File: config.mk
export PLATFORM = sky130hd
export DESIGN_NAME = key_event_gen_flat
export DESIGN_NICKNAME = d
export VERILOG_FILES = /design/src/rtl/key_event_gen_if.sv /design/src/rtl/key_event_gen.sv /design/src/flat_wrapper.sv
export SDC_FILE = /design/constraint.sdc
export NUM_CORES = 1
export LEC_CHECK = 0
export ABC_AREA = 1
export CAP_MARGIN = 20
export CORE_ASPECT_RATIO = 1.75
export CORE_MARGIN = 2
export CORE_UTILIZATION = 62
export DETAILED_ROUTE_END_ITERATION = 6
export HOLD_SLACK_MARGIN = 0.1
export PLACE_DENSITY = 0.8
export SKIP_CTS_REPAIR_TIMING = 1
export SKIP_LAST_GASP = 1
export SYNTH_ARGS = -nofsm -noshare
export SYNTH_HDL_FRONTEND = slang
export SYNTH_SLANG_ARGS = --single-unit
File: constraint.sdc
create_clock -name Clk -period 1.9 [get_ports Clk]
set_input_delay 0.19 -clock Clk [delete_from_list [all_inputs] [get_ports Clk]]
set_output_delay 0.19 -clock Clk [all_outputs]
set_load 0.02 [all_outputs]
File: src/rtl/key_event_gen_if.sv
// key_event_gen_if
//   Bundles the key-level inputs and the key-event outputs of key_event_gen.
//   Clk and Reset are not part of the bundle and stay plain ports on the module.
//
//   Signals:
//     key_pressed  [NUM_KEYS]  per-key pressed level coming from the keyboard decoder
//     frame_tick               single-cycle pulse, once per video frame
//     key_event    [NUM_KEYS]  one-clock pulse per press or repeat, per lane
//     any_event                OR of key_event, in the same cycle as key_event
//     key_release  [NUM_KEYS]  one-clock release pulse, per lane
//                              (present only when KEY_RELEASE_EVT_EN is defined)
//
//   Modports:
//     master  the keyboard decoder / game side: drives the levels and the tick, and
//             consumes the events
//     slave   key_event_gen: takes the levels and the tick, and produces the events
`timescale 1ns/1ps
interface key_event_gen_if #(
  parameter int unsigned NUM_KEYS = 13
);
  logic [NUM_KEYS-1:0] key_pressed;
  logic                frame_tick;
  logic [NUM_KEYS-1:0] key_event;
  logic                any_event;
`ifdef KEY_RELEASE_EVT_EN
  logic [NUM_KEYS-1:0] key_release;

  modport master (
    output key_pressed,
    output frame_tick,
    input  key_event,
    input  any_event,
    input  key_release
  );

  modport slave (
    input  key_pressed,
    input  frame_tick,
    output key_event,
    output any_event,
    output key_release
  );
`else
  modport master (
    output key_pressed,
    output frame_tick,
    input  key_event,
    input  any_event
  );

  modport slave (
    input  key_pressed,
    input  frame_tick,
    output key_event,
    output any_event
  );
`endif
endinterface

File: src/rtl/key_event_gen.sv
// key_event_gen
//   Turns per-key pressed levels into one-clock key event pulses for the game
//   logic. A key produces one event when it is pressed. Lanes selected by
//   REPEAT_MASK also auto-repeat while the key stays held: the first repeat
//   comes REPEAT_DELAY frame ticks after the press event, and later repeats come
//   every REPEAT_PERIOD frame ticks. Repeat timing counts frame ticks, not clocks.
//
//   Optional feature (macro KEY_RELEASE_EVT_EN): adds the key_release output,
//   a one-clock pulse the cycle after a held key is seen released.
//
//   Ports:
//     Clk    system clock
//     Reset  synchronous, active-high reset
//     bus    key_event_gen_if.slave: key_pressed, frame_tick in;
//            key_event, any_event (and key_release) out
//
//   Lane map: 0 w, 1 s, 2 a, 3 d, 4 up, 5 down, 6 left, 7 right, 8 enter,
//             9 space, 10 keypad-0, 11 r, 12 backspace.
`timescale 1ns/1ps
module key_event_gen #(
  parameter int unsigned          NUM_KEYS      = 13,
  parameter int unsigned          CNT_W         = 8,
  parameter int unsigned          REPEAT_DELAY  = 20,
  parameter int unsigned          REPEAT_PERIOD = 6,
  parameter logic [NUM_KEYS-1:0]  REPEAT_MASK   = 13'h00FF
) (
  input  logic               Clk,
  input  logic               Reset,
  key_event_gen_if.slave     bus
);

  typedef enum logic [2:0] {
    IDLE   = 3'd0,
    LOCK   = 3'd1,
    HELD   = 3'd2,
    WAIT   = 3'd3,
    REPEAT = 3'd4
  } state_t;

  // The last counter value before an event fires. Both delays are at least 1
  // and at most 2^CNT_W, so these always fit in CNT_W bits.
  localparam logic [CNT_W-1:0] DELAY_LAST  = CNT_W'(REPEAT_DELAY - 1);
  localparam logic [CNT_W-1:0] PERIOD_LAST = CNT_W'(REPEAT_PERIOD - 1);

  state_t              state_q [NUM_KEYS];
  state_t              state_d [NUM_KEYS];
  logic [CNT_W-1:0]    cnt_q   [NUM_KEYS];
  logic [CNT_W-1:0]    cnt_d   [NUM_KEYS];

  logic [NUM_KEYS-1:0] event_d;
  logic [NUM_KEYS-1:0] event_q;
  logic                any_q;
`ifdef KEY_RELEASE_EVT_EN
  logic [NUM_KEYS-1:0] release_d;
  logic [NUM_KEYS-1:0] release_q;
`endif

  // State and counter registers, plus the registered event outputs.
  // Reset parks every lane in LOCK so a key held across reset stays silent
  // until it has been released once.
  always_ff @(posedge Clk) begin
    if (Reset) begin
      for (int unsigned i = 0; i < NUM_KEYS; i++) begin
        state_q[i] <= LOCK;
        cnt_q[i]   <= '0;
      end
      event_q   <= '0;
      any_q     <= 1'b0;
`ifdef KEY_RELEASE_EVT_EN
      release_q <= '0;
`endif
    end else begin
      for (int unsigned i = 0; i < NUM_KEYS; i++) begin
        state_q[i] <= state_d[i];
        cnt_q[i]   <= cnt_d[i];
      end
      event_q   <= event_d;
      any_q     <= |event_d;
`ifdef KEY_RELEASE_EVT_EN
      release_q <= release_d;
`endif
    end
  end

  // Next-state and counter logic, one independent FSM per lane.
  // A release is checked before frame_tick so a release landing on a tick
  // returns to IDLE without counting that tick.
  always_comb begin
    for (int unsigned i = 0; i < NUM_KEYS; i++) begin
      state_d[i] = state_q[i];
      cnt_d[i]   = cnt_q[i];
      case (state_q[i])
        LOCK: begin
          if (!bus.key_pressed[i]) state_d[i] = IDLE;
        end
        IDLE: begin
          // A frame_tick coinciding with the press is not counted.
          if (bus.key_pressed[i]) begin
            state_d[i] = REPEAT_MASK[i] ? WAIT : HELD;
            cnt_d[i]   = '0;
          end
        end
        HELD: begin
          if (!bus.key_pressed[i]) begin
            state_d[i] = IDLE;
            cnt_d[i]   = '0;
          end
        end
        WAIT: begin
          if (!bus.key_pressed[i]) begin
            state_d[i] = IDLE;
            cnt_d[i]   = '0;
          end else if (bus.frame_tick) begin
            if (cnt_q[i] == DELAY_LAST) begin
              state_d[i] = REPEAT;
              cnt_d[i]   = '0;
            end else begin
              cnt_d[i] = cnt_q[i] + CNT_W'(1);
            end
          end
        end
        REPEAT: begin
          if (!bus.key_pressed[i]) begin
            state_d[i] = IDLE;
            cnt_d[i]   = '0;
          end else if (bus.frame_tick) begin
            if (cnt_q[i] == PERIOD_LAST) begin
              cnt_d[i] = '0;
            end else begin
              cnt_d[i] = cnt_q[i] + CNT_W'(1);
            end
          end
        end
        default: begin
          state_d[i] = LOCK;
          cnt_d[i]   = '0;
        end
      endcase
    end
  end

  // Event decode. The results are registered above, so every pulse appears
  // the cycle after the sample that caused it.
  always_comb begin
    event_d = '0;
`ifdef KEY_RELEASE_EVT_EN
    release_d = '0;
`endif
    for (int unsigned i = 0; i < NUM_KEYS; i++) begin
      case (state_q[i])
        IDLE: begin
          event_d[i] = bus.key_pressed[i];
        end
        HELD: begin
`ifdef KEY_RELEASE_EVT_EN
          release_d[i] = !bus.key_pressed[i];
`endif
        end
        WAIT: begin
          event_d[i] = bus.key_pressed[i] && bus.frame_tick && (cnt_q[i] == DELAY_LAST);
`ifdef KEY_RELEASE_EVT_EN
          release_d[i] = !bus.key_pressed[i];
`endif
        end
        REPEAT: begin
          event_d[i] = bus.key_pressed[i] && bus.frame_tick && (cnt_q[i] == PERIOD_LAST);
`ifdef KEY_RELEASE_EVT_EN
          release_d[i] = !bus.key_pressed[i];
`endif
        end
        default: begin
          event_d[i] = 1'b0;
        end
      endcase
    end
  end

  assign bus.key_event   = event_q;
  assign bus.any_event   = any_q;
`ifdef KEY_RELEASE_EVT_EN
  assign bus.key_release = release_q;
`endif

endmodule

File: src/flat_wrapper.sv
// flat-port wrapper written by rule: the top's interface ports become plain ports
module key_event_gen_flat 
#(
  parameter int unsigned          NUM_KEYS      = 13,
  parameter int unsigned          CNT_W         = 8,
  parameter int unsigned          REPEAT_DELAY  = 20,
  parameter int unsigned          REPEAT_PERIOD = 6,
  parameter logic [NUM_KEYS-1:0]  REPEAT_MASK   = 13'h00FF
)
  (Clk, Reset, bus_key_pressed, bus_frame_tick, bus_key_event, bus_any_event);
  key_event_gen_if #(.NUM_KEYS(NUM_KEYS)) bus_i ();
  input  logic Clk;
  input  logic Reset;
  input wire logic [$bits(bus_i.key_pressed)-1:0] bus_key_pressed;
  input wire logic [$bits(bus_i.frame_tick)-1:0] bus_frame_tick;
  output wire logic [$bits(bus_i.key_event)-1:0] bus_key_event;
  output wire logic [$bits(bus_i.any_event)-1:0] bus_any_event;
  assign bus_i.key_pressed = bus_key_pressed;
  assign bus_i.frame_tick = bus_frame_tick;
  assign bus_key_event = bus_i.key_event;
  assign bus_any_event = bus_i.any_event;
  key_event_gen #(.NUM_KEYS(NUM_KEYS), .CNT_W(CNT_W), .REPEAT_DELAY(REPEAT_DELAY), .REPEAT_PERIOD(REPEAT_PERIOD), .REPEAT_MASK(REPEAT_MASK)) u_core (.Clk(Clk), .Reset(Reset), .bus(bus_i));
endmodule
==> impl_table.tex, run 1 <==
\begin{tabular}{lr}
\hline
Metric & Value \\
\hline
\multicolumn{2}{l}{\textbf{Clocking}} \\
\quad Clock buffers created by TritonCTS & 17 \\
\quad Clock root buffer & sky130\_fd\_sc\_hd\_\_clkbuf\_16 \\
\quad Clk sink count & 157 \\
\quad CTS tree & done \\
\quad Clock-pin slew on the worst setup and hold paths & 60 ps \\
\quad Clock latency on the worst-skew pair & 430 ps \\
\quad CTS HTree Levels & 4 \\
\quad Maximum count of clock buffers along a single path & 2 \\
\multicolumn{2}{l}{\textbf{Die}} \\
\quad Die X & 96.2 um \\
\quad Floorplan Core Area & 14,700 um\^{}2 \\
\quad \# rows & 59 \\
\quad Floorplan die height & 165 um \\
\quad Starting Density & 0.628 \\
\quad Die area & 15,900 um\^{}2 \\
\quad \# IOs & 30 \\
\multicolumn{2}{l}{\textbf{Yosys}} \\
\quad Post-synthesis area per instance & 6.64 um\^{}2 \\
\quad Fraction of synthesized cell area in xor and xnor cells & 0.0142 \\
\quad Sequential element share of the synthesized area & 0.341 \\
\quad Synthesized-area fraction occupied by and/or/nand/nor cells & 0.373 \\
\quad Combinational family with the most area after synthesis & simple AND/OR/NAND/NOR gates \\
\quad Number of flip-flops and latches in the synthesized netlist & 157 \\
\quad Post-Syn Nets & 1,432 \\
\quad Syn Inst Count & 1,390 \\
\quad Cell area after synthesis & 9220 um\^{}2 \\
\quad Mux cell area share after synthesis & 0.00122 \\
\quad Adder and majority gate portion of the synthesized area & 0.0353 \\
\quad Yosys synthesis warning count & 0 \\
\quad Synthesized-area fraction occupied by ao, oa, aoi and oai cells & 0.146 \\
\quad Synth cell types & 53 \\
\multicolumn{2}{l}{\textbf{Place}} \\
\quad Half-perimeter wire length of the detailed placement result & 15.7 mm \\
\quad Routability cong. & 0.895 \\
\quad Input/output buffers & 29 \\
\quad Area after DPL & 10,100 um\^{}2 \\
\multicolumn{2}{l}{\textbf{Layout}} \\
\quad \# diodes & 0 \\
\quad Layout cells sized above 1 & 0.124 \\
\quad Area added between synthesis and finish & 16.3\% \\
\quad Final-stage net count & 1,515 \\
\quad Top library cells by usage in the layout, fill and taps aside & sky130\_fd\_sc\_hd\_\_nand2\_1, sky130\_fd\_sc\_hd\_\_nor2\_1, sky130\_fd\_sc\_hd\_\_inv\_1, sky130\_fd\_sc\_hd\_\_dfxtp\_1, sky130\_fd\_sc\_hd\_\_nand3\_1 \\
\quad Leading cell type in the layout, fill and taps excluded & sky130\_fd\_sc\_hd\_\_nand2\_1 \\
\quad Share of the core filled with cells & 0.730 \\
\quad Final non-filler cell area & 10,700 um\^{}2 \\
\quad Layout fillers & 1,232 \\
\quad Footprint of the multi-input gates & 5280 um\^{}2 \\
\quad Register area & 3140 um\^{}2 \\
\multicolumn{2}{l}{\textbf{Global routing}} \\
\quad Overall overflow remaining after global route & 0 \\
\quad Number of global-route vias before repair & 8,998 \\
\quad Global-route wire length before repair & 36.7 mm \\
\quad Total routing resource utilization after global routing & 0.282 \\
\quad Pin count of the biggest net entering global routing & 43 \\
\quad Initial antenna violation count & 0 \\
\multicolumn{2}{l}{\textbf{Route}} \\
\quad Number of vias after detailed routing & 9,240 \\
\quad Post-Route WL & 21.4 mm \\
\quad Drt first pass iters & 6 \\
\quad DRC violations left & 0 \\
\quad Post-detailed-route count of antenna-violating nets & 0 \\
\quad Iteration-0 DRC Markers & 502 \\
\quad WL per Instance & 12.8 um \\
\quad Number of vias per cell after detailed routing & 5.54 \\
\multicolumn{2}{l}{\textbf{Critical path}} \\
\quad Depth of the most critical reg-to-reg path & 8 \\
\quad Biggest cell delay along the critical path & 360 ps \\
\quad Critical path cell sequence & ha\_1 -> nand3\_1 -> o21ai\_0 -> o21ai\_0 -> o21ai\_2 -> nor2\_1 -> o21ai\_0 -> nor2\_1 \\
\quad Critical setup path kind & reg2reg \\
\quad Cell class contributing the biggest share of worst-path delay & compound AO/OA/AOI/OAI gates \\
\quad Launching point of the worst reg2reg path & u\_core.cnt\_q[0][9]\$\_SDFFE\_PP0P\_ \\
\quad Category of the worst setup path capture point & flip-flop \\
\quad Critical Path Most Common Cell & sky130\_fd\_sc\_hd\_\_o21ai\_0 \\
\quad Launching element type of the critical path & flip-flop \\
\quad Critical register-to-register path endpoint & u\_core.cnt\_q[0][15]\$\_SDFFE\_PP0P\_ \\
\quad Internal reg-to-reg setup slack & 110 ps \\
\quad Largest driver fanout on the critical path & 6 \\
\quad Crit-path slowest cell & sky130\_fd\_sc\_hd\_\_dfxtp\_1 \\
\quad Arrival @ worst endpoint & 2100 ps \\
\quad Required time of the critical path & 2210 ps \\
\quad Crit path buffers/inverters & 0 \\
\multicolumn{2}{l}{\textbf{Timing}} \\
\quad Final-layout setup total negative slack & 0 ps \\
\quad Fmax & 0.558 GHz \\
\quad Headroom to the max-slew limit & 0.662 \\
\quad Endpoints failing setup & 0 \\
\quad Number of failing hold endpoints at the final stage & 0 \\
\quad Unrepaired setup endpoints after global routing & no \\
\quad Worst slew pin tran & 508 ps \\
\quad Minimum hold slack & 247 ps \\
\quad Clock period minus worst slack & 1790 ps \\
\quad Share of the clock period used by the worst path & 0.944 \\
\quad Final-report max-slew violation count & 0 \\
\quad Largest clock skew in the final design & 12.3 ps \\
\multicolumn{2}{l}{\textbf{Hold path}} \\
\quad Depth of the worst hold-timing path & 4 \\
\quad Worst Hold End & u\_core.state\_q[0][3]\$\_SDFFE\_PP1P\_ \\
\quad Hold Path Origin & Reset \\
\quad Worst Hold Class & in2reg \\
\multicolumn{2}{l}{\textbf{Power and ir drop}} \\
\quad Worst IR drop on VDD & 998 uV \\
\quad Pwr per Cell Area & 1180 nW/um\^{}2 \\
\quad Leakage power of the design & 0.00461 uW \\
\multicolumn{2}{l}{\textbf{Flow run}} \\
\quad Count of max-cap constraint violations & 0 \\
\multicolumn{2}{l}{\textbf{Run status}} \\
\quad Result of the run & complete, no violations \\
\hline
\end{tabular}
[power breakdown]
group	leakage, uW	total, uW	switching, uW	internal (uW)
Sequential	0.00128	4170	442	3730
Clock	0.000311	3720	1450	2270
Combinational	0.00303	4760	2940	1830
[layout make-up]
type / instances / area share
tap: 183 / 0.0213
multi-input combinational: 1022 / 0.492
clock inverter: 14 / 0.0192
timing repair buffer: 79 / 0.0639
clock buffer: 18 / 0.0409
sequential: 157 / 0.293
inverter: 196 / 0.0692
[flip-flops by register name (all words and copies together) (netlist names)]
register	flops
u_core.bus.any_event	1
u_core.bus.key_event	13
u_core.cnt_q	104
u_core.state_q	39
[per-stage QoR]
stage | worst slack, ps | total power, uW | instances
floorplan | 356 | 7500 | 1390
finish | 107 | 12700 | 1669
detailed placement | -36.9 | 8880 | 1637
global placement | -10.7 | 8810 | 1637
global route | 1.92 | 13500 | 1669
CTS | 9.83 | 12600 | 1669
[logic make-up (layout without fill, tap and decap cells)]
kind of cell | Yosys count | count (layout)
adders and majority gates | 26 | 26
muxes | 1 | 1
buffers and inverters | 211 | 307
xor gates and xnor gates | 15 | 15
AOI/OAI and AO/OA | 232 | 232
DFF | 157 | 157
and+or+nand+nor | 748 | 748
[worst reg2reg max path: cells and delay by family, from the launching register on]
family,cells,cell delay (ps)
AOI/OAI and AO/OA,4,860
adders and majority gates,1,230
DFF,1,360
and+or+nand+nor,3,230
[worst max path at each step]
stage                                startpoint                                 to  cells past startpoint
3_3_place_gp                     bus_frame_tick  u_core.cnt_q[0][101]$_SDFFE_PP0P_                      9
4_1_cts        u_core.cnt_q[0][48]$_SDFFE_PP0P_  u_core.state_q[1][8]$_SDFFE_PP0P_                      9
5_1_grt         u_core.cnt_q[0][9]$_SDFFE_PP0P_   u_core.cnt_q[0][15]$_SDFFE_PP0P_                      8
2_1_floorplan   u_core.cnt_q[0][8]$_SDFFE_PP0P_   u_core.cnt_q[0][15]$_SDFFE_PP0P_                      8
3_5_place_dp                     bus_frame_tick  u_core.cnt_q[0][101]$_SDFFE_PP0P_                      9
6_report        u_core.cnt_q[0][9]$_SDFFE_PP0P_   u_core.cnt_q[0][15]$_SDFFE_PP0P_                      8
[synthesized netlist by cell type, drive strengths merged]
library cell	count	area, um^2
nor3	36	216
o21bai	7	52.6
dfxtp	157	3140
a211oi	18	135
inv	194	733
mux2	1	11.3
a21oi	88	444
o21a	8	60.1
a22oi	2	15.0
nand3b	11	82.6
xor2	13	114
o21ai	92	505
a31oi	2	12.5
nand2	290	1170
nand3	132	693
o311ai	1	8.76
clkinv	2	8.75
clkbuf	6	22.5
buf	9	60.1
and2	1	6.26
and3	1	6.26
a21boi	3	26.3
nor3b	19	173
a31o	1	8.76
nand4	22	138
xnor2	2	17.5
o211ai	8	65.1
or2	5	36.3
o22ai	2	12.5
ha	26	325
nor2	227	900
nor4	4	25.0
[routing by layer]
layer  up-vias  part of all wire  GRT usage
met4         0             0.031      0.142
li1       4738                 -          -
met5         -                 0          0
met3        72             0.032     0.0440
met2       216              0.54      0.534
met1      4214              0.40      0.287
Power figures use the tool's default switching activity.
==> run 2: changes to the inputs <==
--- a/config.mk
+++ b/config.mk
@@ -13,6 +13,7 @@
 export DETAILED_ROUTE_END_ITERATION = 6
 export HOLD_SLACK_MARGIN = 0.1
 export PLACE_DENSITY = 0.8
+export REMOVE_ABC_BUFFERS = 1
 export SKIP_CTS_REPAIR_TIMING = 1
 export SKIP_LAST_GASP = 1
 export SYNTH_ARGS = -nofsm -noshare
==> run 2 against run 1 <==
Net effect:
- sequential share of layout area grew 0.16 points
- worst setup slack gained 83 ps
- combinational power shrank 1%
- clock skew shrank 3.5 ps
- critical endpoint is now u_core.state_q[1][7]$_SDFFE_PP0P_
==> impl_table.tex, run 2 (synthesized netlist as in run 1, its figures left out) <==
\begin{tabular}{lr}
\hline
Metric & Value \\
\hline
\multicolumn{2}{l}{\textbf{Place}} \\
\quad Worst Setup Slack post-DPL & 1.47 ps (+38.3 ps) \\
\quad Routability cong. & 0.935 (+4.5\%) \\
\quad Input/output buffers & 29 (unchanged) \\
\quad Half-perimeter wire length of the detailed placement result & 15.3 mm (-2.5\%) \\
\multicolumn{2}{l}{\textbf{Route}} \\
\quad Iteration-0 DRC Markers & 399 (-21\%) \\
\quad Drt first pass iters & 5 (-1) \\
\quad WL per Instance & 12.4 um (-2.7\%) \\
\quad Number of vias per cell after detailed routing & 5.48 (-0.96\%) \\
\quad Post-detailed-route count of antenna-violating nets & 0 (unchanged) \\
\quad Number of vias after detailed routing & 9,146 (-1.0\%) \\
\quad DRC violations left & 0 (unchanged) \\
\quad Post-Route WL & 20.8 mm (-2.7\%) \\
\multicolumn{2}{l}{\textbf{Timing}} \\
\quad Endpoints failing setup & 0 (unchanged) \\
\quad Clock period minus worst slack & 1710 ps (-83.5 ps) \\
\quad Largest clock skew in the final design & 8.79 ps (-3.47 ps) \\
\quad Unrepaired setup endpoints after global routing & no \\
\quad Share of the clock period used by the worst path & 0.900 (-0.0439) \\
\quad Final worst setup slack & 191 ps (+83.5 ps) \\
\quad Number of failing hold endpoints at the final stage & 0 (unchanged) \\
\quad Headroom to the max-slew limit & 0.666 (+0.00445) \\
\quad Worst slew pin tran & 501 ps (-6.67 ps) \\
\quad Final-report max-slew violation count & 0 (unchanged) \\
\quad Fmax & 0.585 GHz (+4.9\%) \\
\quad Final-layout setup total negative slack & 0 ps (unchanged) \\
\multicolumn{2}{l}{\textbf{Die}} \\
\quad Die X & 96.2 um (unchanged) \\
\quad Floorplan Core Area & 14,700 um\^{}2 (unchanged) \\
\quad Starting Density & 0.628 (unchanged) \\
\quad \# rows & 59 (unchanged) \\
\quad Die area & 15,900 um\^{}2 (unchanged) \\
\quad Floorplan die height & 165 um (unchanged) \\
\quad \# IOs & 30 (unchanged) \\
\multicolumn{2}{l}{\textbf{Critical path}} \\
\quad Largest driver fanout on the critical path & 4 (-2) \\
\quad Critical register-to-register path endpoint & u\_core.state\_q[1][7]\$\_SDFFE\_PP0P\_ \\
\quad Internal reg-to-reg setup slack & 190 ps (+80 ps) \\
\quad Depth of the most critical reg-to-reg path & 10 (+2) \\
\quad Launching point of the worst reg2reg path & u\_core.cnt\_q[0][48]\$\_SDFFE\_PP0P\_ \\
\quad Arrival @ worst endpoint & 2000 ps (-100 ps) \\
\quad Critical setup path kind & reg2reg \\
\quad Category of the worst setup path capture point & flip-flop \\
\quad Required time of the critical path & 2190 ps (-20 ps) \\
\quad Launching element type of the critical path & flip-flop \\
\multicolumn{2}{l}{\textbf{Global routing}} \\
\quad Number of global-route vias before repair & 8,649 (-3.9\%) \\
\quad Total routing resource utilization after global routing & 0.269 (-0.0125) \\
\quad Global-route wire length before repair & 35.2 mm (-4.2\%) \\
\quad Overall overflow remaining after global route & 0 (unchanged) \\
\quad Met2 routing resource usage after global routing & 0.528 (-0.00663) \\
\quad Met3 Use GR & 0.0417 (-0.00227) \\
\quad Layer with the highest usage after global routing & met2 \\
\quad Initial antenna violation count & 0 (unchanged) \\
\quad Met1 Resource Use GR & 0.279 (-0.00837) \\
\quad Pin count of the biggest net entering global routing & 43 (unchanged) \\
\multicolumn{2}{l}{\textbf{Power and ir drop}} \\
\quad Total internal power & 7620 uW (-2.6\%) \\
\quad Worst IR drop on VDD & 761 uV (-24\%) \\
\quad Leakage power of the design & 0.00459 uW (-0.52\%) \\
\quad Pwr per Cell Area & 1160 nW/um\^{}2 (-1.9\%) \\
\quad Sequential Power Share & 0.337 (+0.008) \\
\quad Combinational cell fraction of total power & 0.380 (+0.003) \\
\quad Portion of total power attributed to the clock network & 0.284 (-0.010) \\
\quad P\_sw & 4730 uW (-2.2\%) \\
\quad Total power of the final layout & 12,300 uW (-2.5\%) \\
\quad Net switching fraction of the power & 0.383 (+0.000908) \\
\multicolumn{2}{l}{\textbf{Hold path}} \\
\quad Worst Hold Class & in2reg \\
\quad Depth of the worst hold-timing path & 3 (-1) \\
\quad Worst Hold End & u\_core.state\_q[1][0]\$\_SDFFE\_PP1P\_ \\
\quad Hold Path Origin & Reset \\
\multicolumn{2}{l}{\textbf{Run status}} \\
\quad Result of the run & complete, no violations \\
\multicolumn{2}{l}{\textbf{Layout}} \\
\quad Largest register by flop count & u\_core.cnt\_q \\
\quad Layout fillers & 1,239 (+0.57\%) \\
\quad Share of the core filled with cells & 0.726 (-0.00434) \\
\quad Layout cells sized above 1 & 0.123 (-0.00194) \\
\quad Final-stage net count & 1,515 (unchanged) \\
\quad \# diodes & 0 (unchanged) \\
\quad Leading cell type in the layout, fill and taps excluded & sky130\_fd\_sc\_hd\_\_nand2\_1 \\
\quad Top library cells by usage in the layout, fill and taps aside & sky130\_fd\_sc\_hd\_\_nand2\_1, sky130\_fd\_sc\_hd\_\_nor2\_1, sky130\_fd\_sc\_hd\_\_inv\_1, sky130\_fd\_sc\_hd\_\_dfxtp\_1, sky130\_fd\_sc\_hd\_\_nand3\_1 \\
\quad Area added between synthesis and finish & 15.6\% \\
\quad Max reg flops & 104 (unchanged) \\
\multicolumn{2}{l}{\textbf{Clocking}} \\
\quad Clock root buffer & sky130\_fd\_sc\_hd\_\_clkbuf\_16 \\
\quad Maximum count of clock buffers along a single path & 2 (unchanged) \\
\quad CTS HTree Levels & 4 (unchanged) \\
\quad Clock buffers created by TritonCTS & 17 (unchanged) \\
\quad Clk sink count & 157 (unchanged) \\
\quad Clock-pin slew on the worst setup and hold paths & 60 ps (about the same) \\
\quad Clock latency on the worst-skew pair & 420 ps (about the same) \\
\quad CTS tree & done \\
\multicolumn{2}{l}{\textbf{Flow run}} \\
\quad Count of max-cap constraint violations & 0 (unchanged) \\
\hline
\end{tabular}
[run 2: metal layers]
| layer | vias up | wire, um |
|---|---|---|
| li1 | 4720 | - |
| met1 | 4178 | 8220 |
| met2 | 198 | 11300 |
| met3 | 50 | 747 |
| met4 | 0 | 459 |
| met5 | - | 0 |
[run 2: area by class of cell]
cell class	count	area (um^2)	share of cell area
Multi-Input combinational cell	1022	5260	0.493
Sequential cell	157	3140	0.295
Inverter	196	742	0.0696
Timing Repair Buffer	79	686	0.0643
Clock buffer	18	439	0.0412
Tap cell	183	229	0.0215
Clock inverter	13	165	0.0155
[run 2: power by group through the flow]
stage / logic, uW / clock network (uW) / registers, uW
global route: 5280 / 3690 / 4210
finish: 4690 / 3500 / 4160
CTS: 4670 / 3550 / 4140
global placement: 4520 / 0 / 4190
detailed placement: 4600 / 0 / 4210
floorplan: 3290 / 0 / 4170
[run 2: worst max-delay path, cell delays in order, from the launching register on]
cell	delay, ps
sky130_fd_sc_hd__dfxtp_1	410
sky130_fd_sc_hd__ha_1	200
sky130_fd_sc_hd__inv_1	60
sky130_fd_sc_hd__nor3_1	240
sky130_fd_sc_hd__nand2_1	90
sky130_fd_sc_hd__nand2_1	80
sky130_fd_sc_hd__nand2_1	50
sky130_fd_sc_hd__nor3_1	150
sky130_fd_sc_hd__buf_4	160
sky130_fd_sc_hd__o21a_1	100
sky130_fd_sc_hd__nor2_1	30
[run 2: metrics by stage]
stage / hold slack, ps / std cells / instance area [um^2]
3_3_place_gp: 448 / 1637 / 10100
2_1_floorplan: 259 / 1375 / 9140
5_1_grt: 180 / 1668 / 10700
6_report: 157 / 1668 / 10700
3_5_place_dp: 459 / 1637 / 10100
4_1_cts: 154 / 1668 / 10700
[run 2: worst max-delay path by stage]
stage	from	to	slack (ps)	cells after the start
after CTS	u_core.cnt_q[0][32]$_SDFFE_PP0P_	u_core.state_q[1][2]$_SDFFE_PP0P_	150	8
after detailed placement	bus_frame_tick	u_core.cnt_q[0][62]$_SDFFE_PP0P_	1	9
after floorplan	Reset	u_core.cnt_q[0][39]$_SDFFE_PP0P_	260	4
final	u_core.cnt_q[0][48]$_SDFFE_PP0P_	u_core.state_q[1][7]$_SDFFE_PP0P_	190	10
after global placement	bus_key_pressed[12]	u_core.cnt_q[0][101]$_SDFFE_PP0P_	50	10
after global routing	u_core.cnt_q[0][9]$_SDFFE_PP0P_	u_core.cnt_q[0][15]$_SDFFE_PP0P_	10	8
==> run 3: changes to the inputs <==
--- a/config.mk
+++ b/config.mk
@@ -5,14 +5,15 @@
 export SDC_FILE = /design/constraint.sdc
 export NUM_CORES = 1
 export LEC_CHECK = 0
-export ABC_AREA = 1
 export CAP_MARGIN = 20
 export CORE_ASPECT_RATIO = 1.75
 export CORE_MARGIN = 2
 export CORE_UTILIZATION = 62
 export DETAILED_ROUTE_END_ITERATION = 6
+export GPL_TIMING_DRIVEN = 1
 export HOLD_SLACK_MARGIN = 0.1
-export PLACE_DENSITY = 0.8
+export PLACE_DENSITY = 0.81
+export RECOVER_POWER = 25
 export REMOVE_ABC_BUFFERS = 1
 export SKIP_CTS_REPAIR_TIMING = 1
 export SKIP_LAST_GASP = 1
==> run 3 against run 2 <==
Net effect:
- first-iteration DRC count rose by 40%
- register-to-register slack got worse by 180 ps
- combinational power fell by 80%
- sequential power fell by 16%
- sequential share of layout area barely moved
==> impl_table.tex, run 3 <==
\begin{tabular}{lr}
\hline
Metric & Value \\
\hline
\multicolumn{2}{l}{\textbf{Run status}} \\
\quad Result of the run & complete, no violations \\
\multicolumn{2}{l}{\textbf{Timing}} \\
\quad Worst slew pin tran & 533 ps (+32.4 ps) \\
\quad Share of the clock period used by the worst path & 0.992 (+0.0923) \\
\quad Final worst setup slack & 15.2 ps (-175 ps) \\
\quad Number of failing hold endpoints at the final stage & 0 (unchanged) \\
\quad Final-report max-slew violation count & 0 (unchanged) \\
\quad Headroom to the max-slew limit & 0.640 (-0.0261) \\
\quad Endpoints failing setup & 0 (unchanged) \\
\quad Largest clock skew in the final design & 9.39 ps (+0.599 ps) \\
\quad Fmax & 0.531 GHz (-9.3\%) \\
\quad Unrepaired setup endpoints after global routing & yes \\
\quad Clock period minus worst slack & 1880 ps (+175 ps) \\
\multicolumn{2}{l}{\textbf{Global routing}} \\
\quad Layer with the highest usage after global routing & met2 \\
\quad Total routing resource utilization after global routing & 0.288 (+0.0193) \\
\quad Met3 Use GR & 0.0535 (+0.0117) \\
\quad Pin count of the biggest net entering global routing & 31 (-28\%) \\
\quad Overall overflow remaining after global route & 0 (unchanged) \\
\quad Global-route wire length before repair & 35.7 mm (+1.6\%) \\
\quad Met2 routing resource usage after global routing & 0.527 (-0.00123) \\
\quad Initial antenna violation count & 0 (unchanged) \\
\quad Met1 Resource Use GR & 0.310 (+0.0315) \\
\quad Number of global-route vias before repair & 8,121 (-6.1\%) \\
\multicolumn{2}{l}{\textbf{Critical path}} \\
\quad Launching element type of the critical path & flip-flop \\
\quad Category of the worst setup path capture point & flip-flop \\
\quad Arrival @ worst endpoint & 2180 ps (+180 ps) \\
\quad Required time of the critical path & 2200 ps (about the same) \\
\quad Largest driver fanout on the critical path & 4 (unchanged) \\
\quad Critical setup path kind & reg2reg \\
\multicolumn{2}{l}{\textbf{Yosys}} \\
\quad Syn Inst Count & 1,014 (-27\%) \\
\quad Number of enable-type register cells in the synthesized netlist & 0 (unchanged) \\
\quad Primary FF master, synth & sky130\_fd\_sc\_hd\_\_dfxtp\_1 \\
\quad Number of flip-flops and latches in the synthesized netlist & 157 (unchanged) \\
\quad Post-synthesis area per instance & 8.40 um\^{}2 (+27\%) \\
\quad Top cells by area in the synthesized netlist & sky130\_fd\_sc\_hd\_\_dfxtp\_1, sky130\_fd\_sc\_hd\_\_a21oi\_1, sky130\_fd\_sc\_hd\_\_nor2\_1, sky130\_fd\_sc\_hd\_\_xnor2\_1, sky130\_fd\_sc\_hd\_\_ha\_1 \\
\quad Yosys synthesis warning count & 0 (unchanged) \\
\quad Cell accounting for the most synthesized area & sky130\_fd\_sc\_hd\_\_dfxtp\_1 \\
\quad Most frequent cell after synthesis & sky130\_fd\_sc\_hd\_\_dfxtp\_1 \\
\quad Cell area after synthesis & 8520 um\^{}2 (-7.6\%) \\
\quad Synth cell count leaders & sky130\_fd\_sc\_hd\_\_dfxtp\_1, sky130\_fd\_sc\_hd\_\_nor2\_1, sky130\_fd\_sc\_hd\_\_a21oi\_1 \\
\quad Post-synthesis async set-or-reset flop share & 0 (unchanged) \\
\quad Synth cell types & 65 (+23\%) \\
\quad Area share of the largest cell type after synthesis & 0.369 (+0.0282) \\
\quad Sequential element share of the synthesized area & 0.369 (+0.0282) \\
\multicolumn{2}{l}{\textbf{Route}} \\
\quad WL per Instance & 16.0 um (+29\%) \\
\quad Number of vias after detailed routing & 8,415 (-8.0\%) \\
\quad Iteration-0 DRC Markers & 557 (+40\%) \\
\quad Drt first pass iters & 7 (+2) \\
\quad Post-detailed-route count of antenna-violating nets & 0 (unchanged) \\
\quad Post-Route WL & 21.8 mm (+5.2\%) \\
\quad DRC violations left & 0 (unchanged) \\
\quad Number of vias per cell after detailed routing & 6.17 (+13\%) \\
\multicolumn{2}{l}{\textbf{Layout}} \\
\quad Post-Layout Cell Count & 1,364 (-18\%) \\
\quad Final-stage net count & 1,219 (-20\%) \\
\quad Share of the core filled with cells & 0.802 (+0.0761) \\
\quad Max reg flops & 104 (unchanged) \\
\quad \# diodes & 0 (unchanged) \\
\quad Final non-filler cell area & 10,700 um\^{}2 (+0.65\%) \\
\quad Layout cells sized above 1 & 0.204 (+0.0816) \\
\quad Top library cells by usage in the layout, fill and taps aside & sky130\_fd\_sc\_hd\_\_dfxtp\_1, sky130\_fd\_sc\_hd\_\_buf\_4, sky130\_fd\_sc\_hd\_\_nor2\_1, sky130\_fd\_sc\_hd\_\_a21oi\_1, sky130\_fd\_sc\_hd\_\_nand2\_1 \\
\quad Leading cell type in the layout, fill and taps excluded & sky130\_fd\_sc\_hd\_\_dfxtp\_1 \\
\quad Area added between synthesis and finish & 26.0\% \\
\quad Largest register by flop count & u\_core.cnt\_q \\
\quad Layout fillers & 884 (-29\%) \\
\multicolumn{2}{l}{\textbf{Die}} \\
\quad \# IOs & 30 (unchanged) \\
\quad Floorplan Core Area & 13,400 um\^{}2 (-8.9\%) \\
\quad \# rows & 56 (-5.1\%) \\
\quad Die area & 14,700 um\^{}2 (-7.4\%) \\
\quad Floorplan die height & 159 um (-3.8\%) \\
\quad Starting Density & 0.637 (+0.00871) \\
\quad Die X & 92.6 um (-3.7\%) \\
\multicolumn{2}{l}{\textbf{Place}} \\
\quad \# placed instances & 1,326 (-19\%) \\
\quad Routability cong. & 0.847 (-9.4\%) \\
\quad Worst Setup Slack post-DPL & -277 ps (-278 ps) \\
\quad Area after DPL & 9950 um\^{}2 (-1.1\%) \\
\quad Input/output buffers & 29 (unchanged) \\
\quad Half-perimeter wire length of the detailed placement result & 14.7 mm (-4.2\%) \\
\multicolumn{2}{l}{\textbf{Clocking}} \\
\quad CTS tree & done \\
\quad Maximum count of clock buffers along a single path & 2 (unchanged) \\
\quad Clk sink count & 157 (unchanged) \\
\quad Clock latency on the worst-skew pair & 430 ps (about the same) \\
\quad Clock-pin slew on the worst setup and hold paths & 60 ps (about the same) \\
\quad Clock root buffer & sky130\_fd\_sc\_hd\_\_clkbuf\_16 \\
\quad CTS HTree Levels & 4 (unchanged) \\
\quad Clock buffers created by TritonCTS & 17 (unchanged) \\
\multicolumn{2}{l}{\textbf{Power and ir drop}} \\
\quad Worst IR drop on VDD & 625 uV (-18\%) \\
\quad Leakage power of the design & 0.00397 uW (-13\%) \\
\quad Pwr per Cell Area & 708 nW/um\^{}2 (-39\%) \\
\multicolumn{2}{l}{\textbf{Hold path}} \\
\quad Worst Hold Class & in2reg \\
\multicolumn{2}{l}{\textbf{Flow run}} \\
\quad Count of max-cap constraint violations & 0 (unchanged) \\
\hline
\end{tabular}
[run 3: logic make-up after synthesis]
family / synth area share
adder cells (fa/ha/maj): 0.0382
AO/OA/AOI/OAI: 0.195
buffers and inverters: 0.0355
XOR/XNOR: 0.0545
flip-flops: 0.369
AND/OR/NAND/NOR: 0.308
[run 3: metal layers]
metal,vias to the layer above,wire length [um],part of all wire
met5,-,0,0
met4,0,863,0.040
met3,77,861,0.039
met2,223,11900,0.55
met1,4036,8200,0.38
li1,4079,-,-
[run 3: cell type report]
cell class / instances / area [um^2] / area share
Multi-Input combinational cell: 781 / 5250 / 0.489
Sequential cell: 157 / 3170 / 0.295
Timing Repair Buffer: 170 / 1360 / 0.127
Clock buffer: 20 / 457 / 0.0426
Tap cell: 174 / 218 / 0.0203
Inverter: 50 / 188 / 0.0175
Clock inverter: 12 / 90.1 / 0.00839
[run 3: final timing paths]
kind                                    start                                end  slack [ps]  cells after the start
max          u_core.cnt_q[0][33]$_SDFFE_PP0P_    u_core.bus.any_event$_SDFF_PP0_          20                      8
min                            bus_frame_tick  u_core.state_q[3][2]$_SDFFE_PP0P_         190                      3
max reg2reg  u_core.cnt_q[0][33]$_SDFFE_PP0P_    u_core.bus.any_event$_SDFF_PP0_          20                      8
min reg2reg  u_core.cnt_q[0][49]$_SDFFE_PP0P_   u_core.cnt_q[0][49]$_SDFFE_PP0P_         480                      2
[run 3: per-stage QoR]
step                      TNS [ps]  hold WS (ps)  total power [uW]
after detailed placement     -7050           467              4430
after floorplan             -0.795           259              4000
after global placement       -4580           466              4400
after CTS                    -1250           152              7550
final                            0           193              7600
after global routing          -185           233              7870
[run 3: worst max-delay path, stage by stage, from the launching register on]
cell	delay, ps
sky130_fd_sc_hd__dfxtp_1	370
sky130_fd_sc_hd__inv_1	60
sky130_fd_sc_hd__ha_1	170
sky130_fd_sc_hd__and3b_1	180
sky130_fd_sc_hd__a31oi_1	230
sky130_fd_sc_hd__o22ai_1	170
sky130_fd_sc_hd__nor4_4	300
sky130_fd_sc_hd__buf_4	160
sky130_fd_sc_hd__a41oi_2	100
[run 3: where the power goes]
part	internal (uW)	total, uW	leakage [uW]	switching [uW]
Clock	1750	3160	0.000263	1410
Combinational	459	938	0.00243	478
Sequential	3390	3500	0.00128	116
==> variant 1, RTL diff (flow settings as in run 2) <==
`NUM_KEYS` is set to 13 in 3 places; all go to 12.
--- a/src/rtl/key_event_gen_if.sv
+++ b/src/rtl/key_event_gen_if.sv
@@ -16,7 +16,7 @@
 //     slave   key_event_gen: takes the levels and the tick, and produces the events
 `timescale 1ns/1ps
 interface key_event_gen_if #(
-  parameter int unsigned NUM_KEYS = 13
+  parameter int unsigned NUM_KEYS = 12
 );
   logic [NUM_KEYS-1:0] key_pressed;
   logic                frame_tick;
--- a/src/rtl/key_event_gen.sv
+++ b/src/rtl/key_event_gen.sv
@@ -18,7 +18,7 @@
 //             9 space, 10 keypad-0, 11 r, 12 backspace.
 `timescale 1ns/1ps
 module key_event_gen #(
-  parameter int unsigned          NUM_KEYS      = 13,
+  parameter int unsigned          NUM_KEYS      = 12,
   parameter int unsigned          CNT_W         = 8,
   parameter int unsigned          REPEAT_DELAY  = 20,
   parameter int unsigned          REPEAT_PERIOD = 6,
--- a/src/flat_wrapper.sv
+++ b/src/flat_wrapper.sv
@@ -1,7 +1,7 @@
 // flat-port wrapper written by rule: the top's interface ports become plain ports
 module key_event_gen_flat 
 #(
-  parameter int unsigned          NUM_KEYS      = 13,
+  parameter int unsigned          NUM_KEYS      = 12,
   parameter int unsigned          CNT_W         = 8,
   parameter int unsigned          REPEAT_DELAY  = 20,
   parameter int unsigned          REPEAT_PERIOD = 6,
Ports: changed (resized bus_key_event and bus_key_pressed); port bits go from 30 to 28. The function was not compared with the original's and may differ.
==> variant 1 against run 2 <==
Final area fell by 6.3%. Fmax down 1.1%. First-iteration DRC count grew 8.5%. Clock skew up 0.0010 ns. Wire length down 2.5%. Power fell by 2.5%. Critical path depth grew 1. Count of clock-buffer cells in the layout up 2. Sequential cell count down 12. Worst setup slack got worse by 0.018 ns. Synthesized area shrank 7.1%. Largest power group unchanged.
==> variant 1: results (changes against run 2) <==
- The run finished with clean final reports.
- The clock transition time at the flip-flop clock pins of the worst setup and hold paths came to 0.06 ns (about the same).
- The per-cell via count in the routed design is 5.475 (-0.15%).
- The fraction of final layout cells sized beyond drive strength 1 is 11.58% (-0.68 points).
- The total routed wirelength is 20.25 mm (-2.5%).
- The count of buffers from port buffering is 27 (-6.9%).
- The total track usage is 27.73% (+0.82 points).
- The worst-path cell with the longest stage delay is sky130_fd_sc_hd__dfxtp_1.
- The number of global-route vias before repair is 8518 (-1.5%).
- The source-to-sink clock delay at the later pin of the worst-skew pair is 0.42 ns (about the same).
- The count of routing violations after the opening detailed-route iteration is 433 (+8.5%).
- The final weighted congestion in routability-driven placement is 0.9153 (-2.1%).
- The number of CTS-inserted buffers was 17 (unchanged).
- The max-slew headroom at the worst pin was 68.51% (+1.9 points).
- On the worst path, the slowest cell contributes a delay of 0.40 ns.
- The peak supply drop is 661.1 uV (-13%).
- The number of antenna cells inserted is 0 (unchanged).
- The register with the most flip-flops is u_core.cnt_q.
- The largest net degree at the start of global routing came to 41 (-4.7%).
- The number of levels the H-tree was split into is 4 (unchanged).
- The worst clock skew is 0.009815 ns (+0.001026 ns).
- The number of flip-flops in the largest register is 96 (-7.7%).
- The cell area reported after detailed placement was 0.009339 mm^2 (-7.1%).
- By count the netlist is led by sky130_fd_sc_hd__nand2_1, sky130_fd_sc_hd__nor2_1, sky130_fd_sc_hd__inv_1.
- The source of the critical timing path is u_core.cnt_q[1][16].
- Ranked by total cell area, the synthesized netlist is headed by sky130_fd_sc_hd__dfxtp_1, sky130_fd_sc_hd__nand2_1, sky130_fd_sc_hd__nor2_1.
- The largest fanout on the critical path came to 5 (+1).
- The worst setup slack after placement came to -0.06708 ns (-0.06855 ns).
- The number of nets in the final layout is 1434 (-5.3%).
- The number of distinct library cell variants in the gate-level netlist after synthesis is 52 (-1.9%).
- The total net switching power is 4.586 mW (-3.0%).
- The sequential area share after synthesis came to 33.86% (-0.21 points).
- The buffer type at the clock tree root is sky130_fd_sc_hd__clkbuf_16.
- The static leakage is 4.409 nW (-3.9%).
- The worst hold path belongs to the class primary input to register.
- The HPWL after detailed placement is 14.67 mm (-4.2%).
- The initial antenna violation count is 0 (unchanged).
- The wire length of the first global-routing pass is 34.78 mm (-1.1%).
- The design area is 0.009993 mm^2 (-6.3%).
- The launch point of the worst hold path is Reset.
- The arrival time at the worst endpoint is 2.08 ns (+0.08 ns).
- The fill cell total of the finished layout is 1128 (-9.0%).
[variant 1: cell count changes after synthesis, sizes merged, moves of 4 or more]
cell,delta
nand3b,-6
o21a,-4
inv,+4
nand3,-17
o21ai,-17
dfxtp,-12
o21bai,-5
o31ai,+4
a211oi,-5
a21oi,-11
o211ai,-5
[variant 1: area by class of cell]
type	count	share of cell area, %
clock buffers	20	4.370
clock inverters	12	2.078
inverters	198	7.437
multi-input cells	961	48.60
flip-flops and latches	145	29.05
well taps	174	2.179
repair buffers	72	6.285
[variant 1: logic make-up after synthesis]
group | count (synthesis) | synth area share, %
compound gates | 197 | 13.37
flops | 145 | 33.86
xor+xnor | 17 | 1.737
simple gates | 723 | 37.94
buf+inv | 214 | 9.590
fa+ha+maj | 24 | 3.503
[variant 1: power groups by stage]
stage / clock [mW] / sequential (mW) / combinational [mW]
floorplan: 0 / 3.89 / 3.02
global placement: 0 / 3.92 / 4.27
detailed placement: 0 / 3.93 / 4.35
CTS: 3.72 / 3.87 / 4.41
global route: 3.86 / 3.94 / 5.00
finish: 3.69 / 3.89 / 4.45
[variant 1: worst max-delay path, delay by kind of cell, from the launching register on]
family / cells / cell delay [ns]
AND/OR/NAND/NOR: 9 / 0.97
flip-flops: 1 / 0.40
adder cells (fa/ha/maj): 1 / 0.22
buffers and inverters: 1 / 0.07
[variant 1: stage by stage]
step	total power [mW]	instances	setup TNS (ns)
after floorplan	6.908	1304	0
after global placement	8.183	1550	-0.02893
after detailed placement	8.285	1550	-0.2523
after CTS	12.00	1582	0
after global routing	12.80	1582	0
final	12.03	1582	0
[variant 1: worst paths after layout]
kind	slack, ns	to	cells past startpoint
setup / recovery	0.17	u_core.bus.any_event	11
hold / removal	0.22	u_core.state_q[0][6]	3
setup reg to reg	0.17	u_core.bus.any_event	11
hold reg to reg	0.48	u_core.cnt_q[1][14]	2
[variant 1: layer usage]
layer  part of all wire, %  GRT usage [%]  vias to the layer above
met5                     0              0                        -
met4                   2.7          10.70                        0
met3                   3.5          4.401                       53
met2                    54          53.49                      181
met1                    40          29.07                     3980
li1                      -              -                     4447
==> variant 2, RTL diff (settings of run 2) <==
Made on the original files. `REPEAT_DELAY` is set to 20 in 2 places; all go to 10.
--- a/src/rtl/key_event_gen.sv
+++ b/src/rtl/key_event_gen.sv
@@ -20,7 +20,7 @@
 module key_event_gen #(
   parameter int unsigned          NUM_KEYS      = 13,
   parameter int unsigned          CNT_W         = 8,
-  parameter int unsigned          REPEAT_DELAY  = 20,
+  parameter int unsigned          REPEAT_DELAY  = 10,
   parameter int unsigned          REPEAT_PERIOD = 6,
   parameter logic [NUM_KEYS-1:0]  REPEAT_MASK   = 13'h00FF
 ) (
--- a/src/flat_wrapper.sv
+++ b/src/flat_wrapper.sv
@@ -3,7 +3,7 @@
 #(
   parameter int unsigned          NUM_KEYS      = 13,
   parameter int unsigned          CNT_W         = 8,
-  parameter int unsigned          REPEAT_DELAY  = 20,
+  parameter int unsigned          REPEAT_DELAY  = 10,
   parameter int unsigned          REPEAT_PERIOD = 6,
   parameter logic [NUM_KEYS-1:0]  REPEAT_MASK   = 13'h00FF
 )
Function: not settled (the Yosys comparison gave no result); the edit may change what the design does.
==> variant 2 against run 2 <==
Cell count down 3.1%. Sequential cell count unchanged. Worst setup slack worse by 0.042 ns. Final area down 0.99%. Synthesized area down 0.26%. Power up 7.1%. Sequential power up 4%. Synthesized cell count down 2.7%. Wire length down 0.16%.
==> variant 2: results (changes against run 2) <==
- The flow ran to the end, and the final reports show no timing, DRC or antenna violations.
- The worst flop-to-flop path endpoint is u_core.cnt_q[0][3].
- The complex-gate fraction of the synthesized area came to 15.93% (+1.3 points).
- The path depth of the worst reg2reg path is 7 (-3).
- The arithmetic-cell share of the synthesized area counting full adders, half adders and majority gates is 3.536% (+0.0091 points).
- The HPWL after detailed placement is 15.06 mm (-1.7%).
- The peak supply drop was 776.5 uV (+2.1%).
- The count of routing violations after the opening detailed-route iteration is 383 (-4.0%).
- The worst clock skew is 0.01156 ns (+0.002770 ns).
- The sequential area share after synthesis is 34.16% (+0.088 points).
- The startpoint identified for the worst register-to-register timing path is u_core.cnt_q[0][0].
- The static leakage is 4.319 nW (-5.9%).
- After synthesis, the most frequently instantiated cells are sky130_fd_sc_hd__nand2_1, sky130_fd_sc_hd__nor2_1, sky130_fd_sc_hd__inv_1.
- The per-cell via count in the routed design came to 5.509 (+0.47%).
- The number of global-route vias before repair is 8591 (-0.67%).
- The setup slack of the most critical reg-to-reg path was 0.15 ns (-0.04 ns).
- The final weighted congestion in routability-driven placement is 0.8584 (-8.2%).
- The number of nets in the final layout is 1466 (-3.2%).
- The number of distinct library cell variants in the gate-level netlist after synthesis came to 58 (+9.4%).
- The routed wire length per instance came to 12.82 um (+3.0%).
- The fill cell total of the finished layout is 1166 (-5.9%).
- Among cell families on the critical path, the largest total delay comes from compound AO/OA/AOI/OAI gates.
- The worst setup slack after placement is -0.04360 ns (-0.04507 ns).
- The wire length of the first global-routing pass is 34.71 mm (-1.4%).
- By area the synthesized netlist is led by sky130_fd_sc_hd__dfxtp_1, sky130_fd_sc_hd__nand2_1, sky130_fd_sc_hd__nor2_1.
- The total track usage is 26.85% (-0.050 points).
- The maximum clock frequency is 571.0 MHz (-2.4%).
- The total internal power is 7.849 mW (+3.0%).
- The arrival time at the worst endpoint is 2.06 ns (+0.06 ns).
==> variant 2: worst min path at each step <==
| stage | endpoint | startpoint | slack, ns | depth (start not counted) |
|---|---|---|---|---|
| after floorplan | u_core.bus.any_event | Reset | 0.26 | 1 |
| after global placement | u_core.cnt_q[0][54] | u_core.cnt_q[0][54] | 0.47 | 2 |
| after detailed placement | u_core.cnt_q[0][54] | u_core.cnt_q[0][54] | 0.48 | 2 |
| after CTS | u_core.state_q[2][3] | Reset | 0.27 | 4 |
| after global routing | u_core.state_q[2][3] | Reset | 0.27 | 4 |
| final | u_core.state_q[2][3] | Reset | 0.27 | 4 |
==> variant 2: cell families (layout without fill, tap and decap cells) <==
group,after synthesis,count (layout)
flops,157,157
xor+xnor,29,29
simple gates,687,687
compound gates,246,246
fa+ha+maj,26,26
buf+inv,208,292
==> variant 2: metal layers <==
layer  global-route usage, %  share of wire, %
met5                       0                 0
met4                   13.31               3.7
met3                   3.947               2.9
met2                   51.26                53
met1                   27.36                40
==> variant 2: stage by stage <==
stage                     cells  hold WS (ns)  utilization (%)  cell area (um^2)
final                      1617        0.2713            73.11             10560
after global routing       1617        0.2710            73.11             10560
after CTS                  1617        0.2655            73.11             10560
after detailed placement   1585        0.4776            68.83              9940
after global placement     1585        0.4702            68.83              9940
after floorplan            1339        0.2591                -              9126
==> variant 2: final cells by class <==
cell class              count  area share, %
repair buffers             66          5.570
clock buffers              20          4.326
clock inverters            12          1.529
flip-flops and latches    157          29.77
inverters                 194          7.004
multi-input cells         988          49.67
well taps                 180          2.133
==> variant 2: tightest hold or removal path: stages <==
cell,delay [ns]
sky130_fd_sc_hd__buf_2,0.11
sky130_fd_sc_hd__inv_2,0.04
sky130_fd_sc_hd__buf_12,0.20
sky130_fd_sc_hd__nand2_1,0.10
==> variant 2: power groups by stage <==
stage / Sequential (mW) / Clock, mW / Combinational, mW
floorplan: 4.29 / 0 / 3.85
global placement: 4.34 / 0 / 5.14
detailed placement: 4.36 / 0 / 5.26
CTS: 4.30 / 3.61 / 5.32
global route: 4.37 / 3.76 / 5.96
finish: 4.31 / 3.58 / 5.34
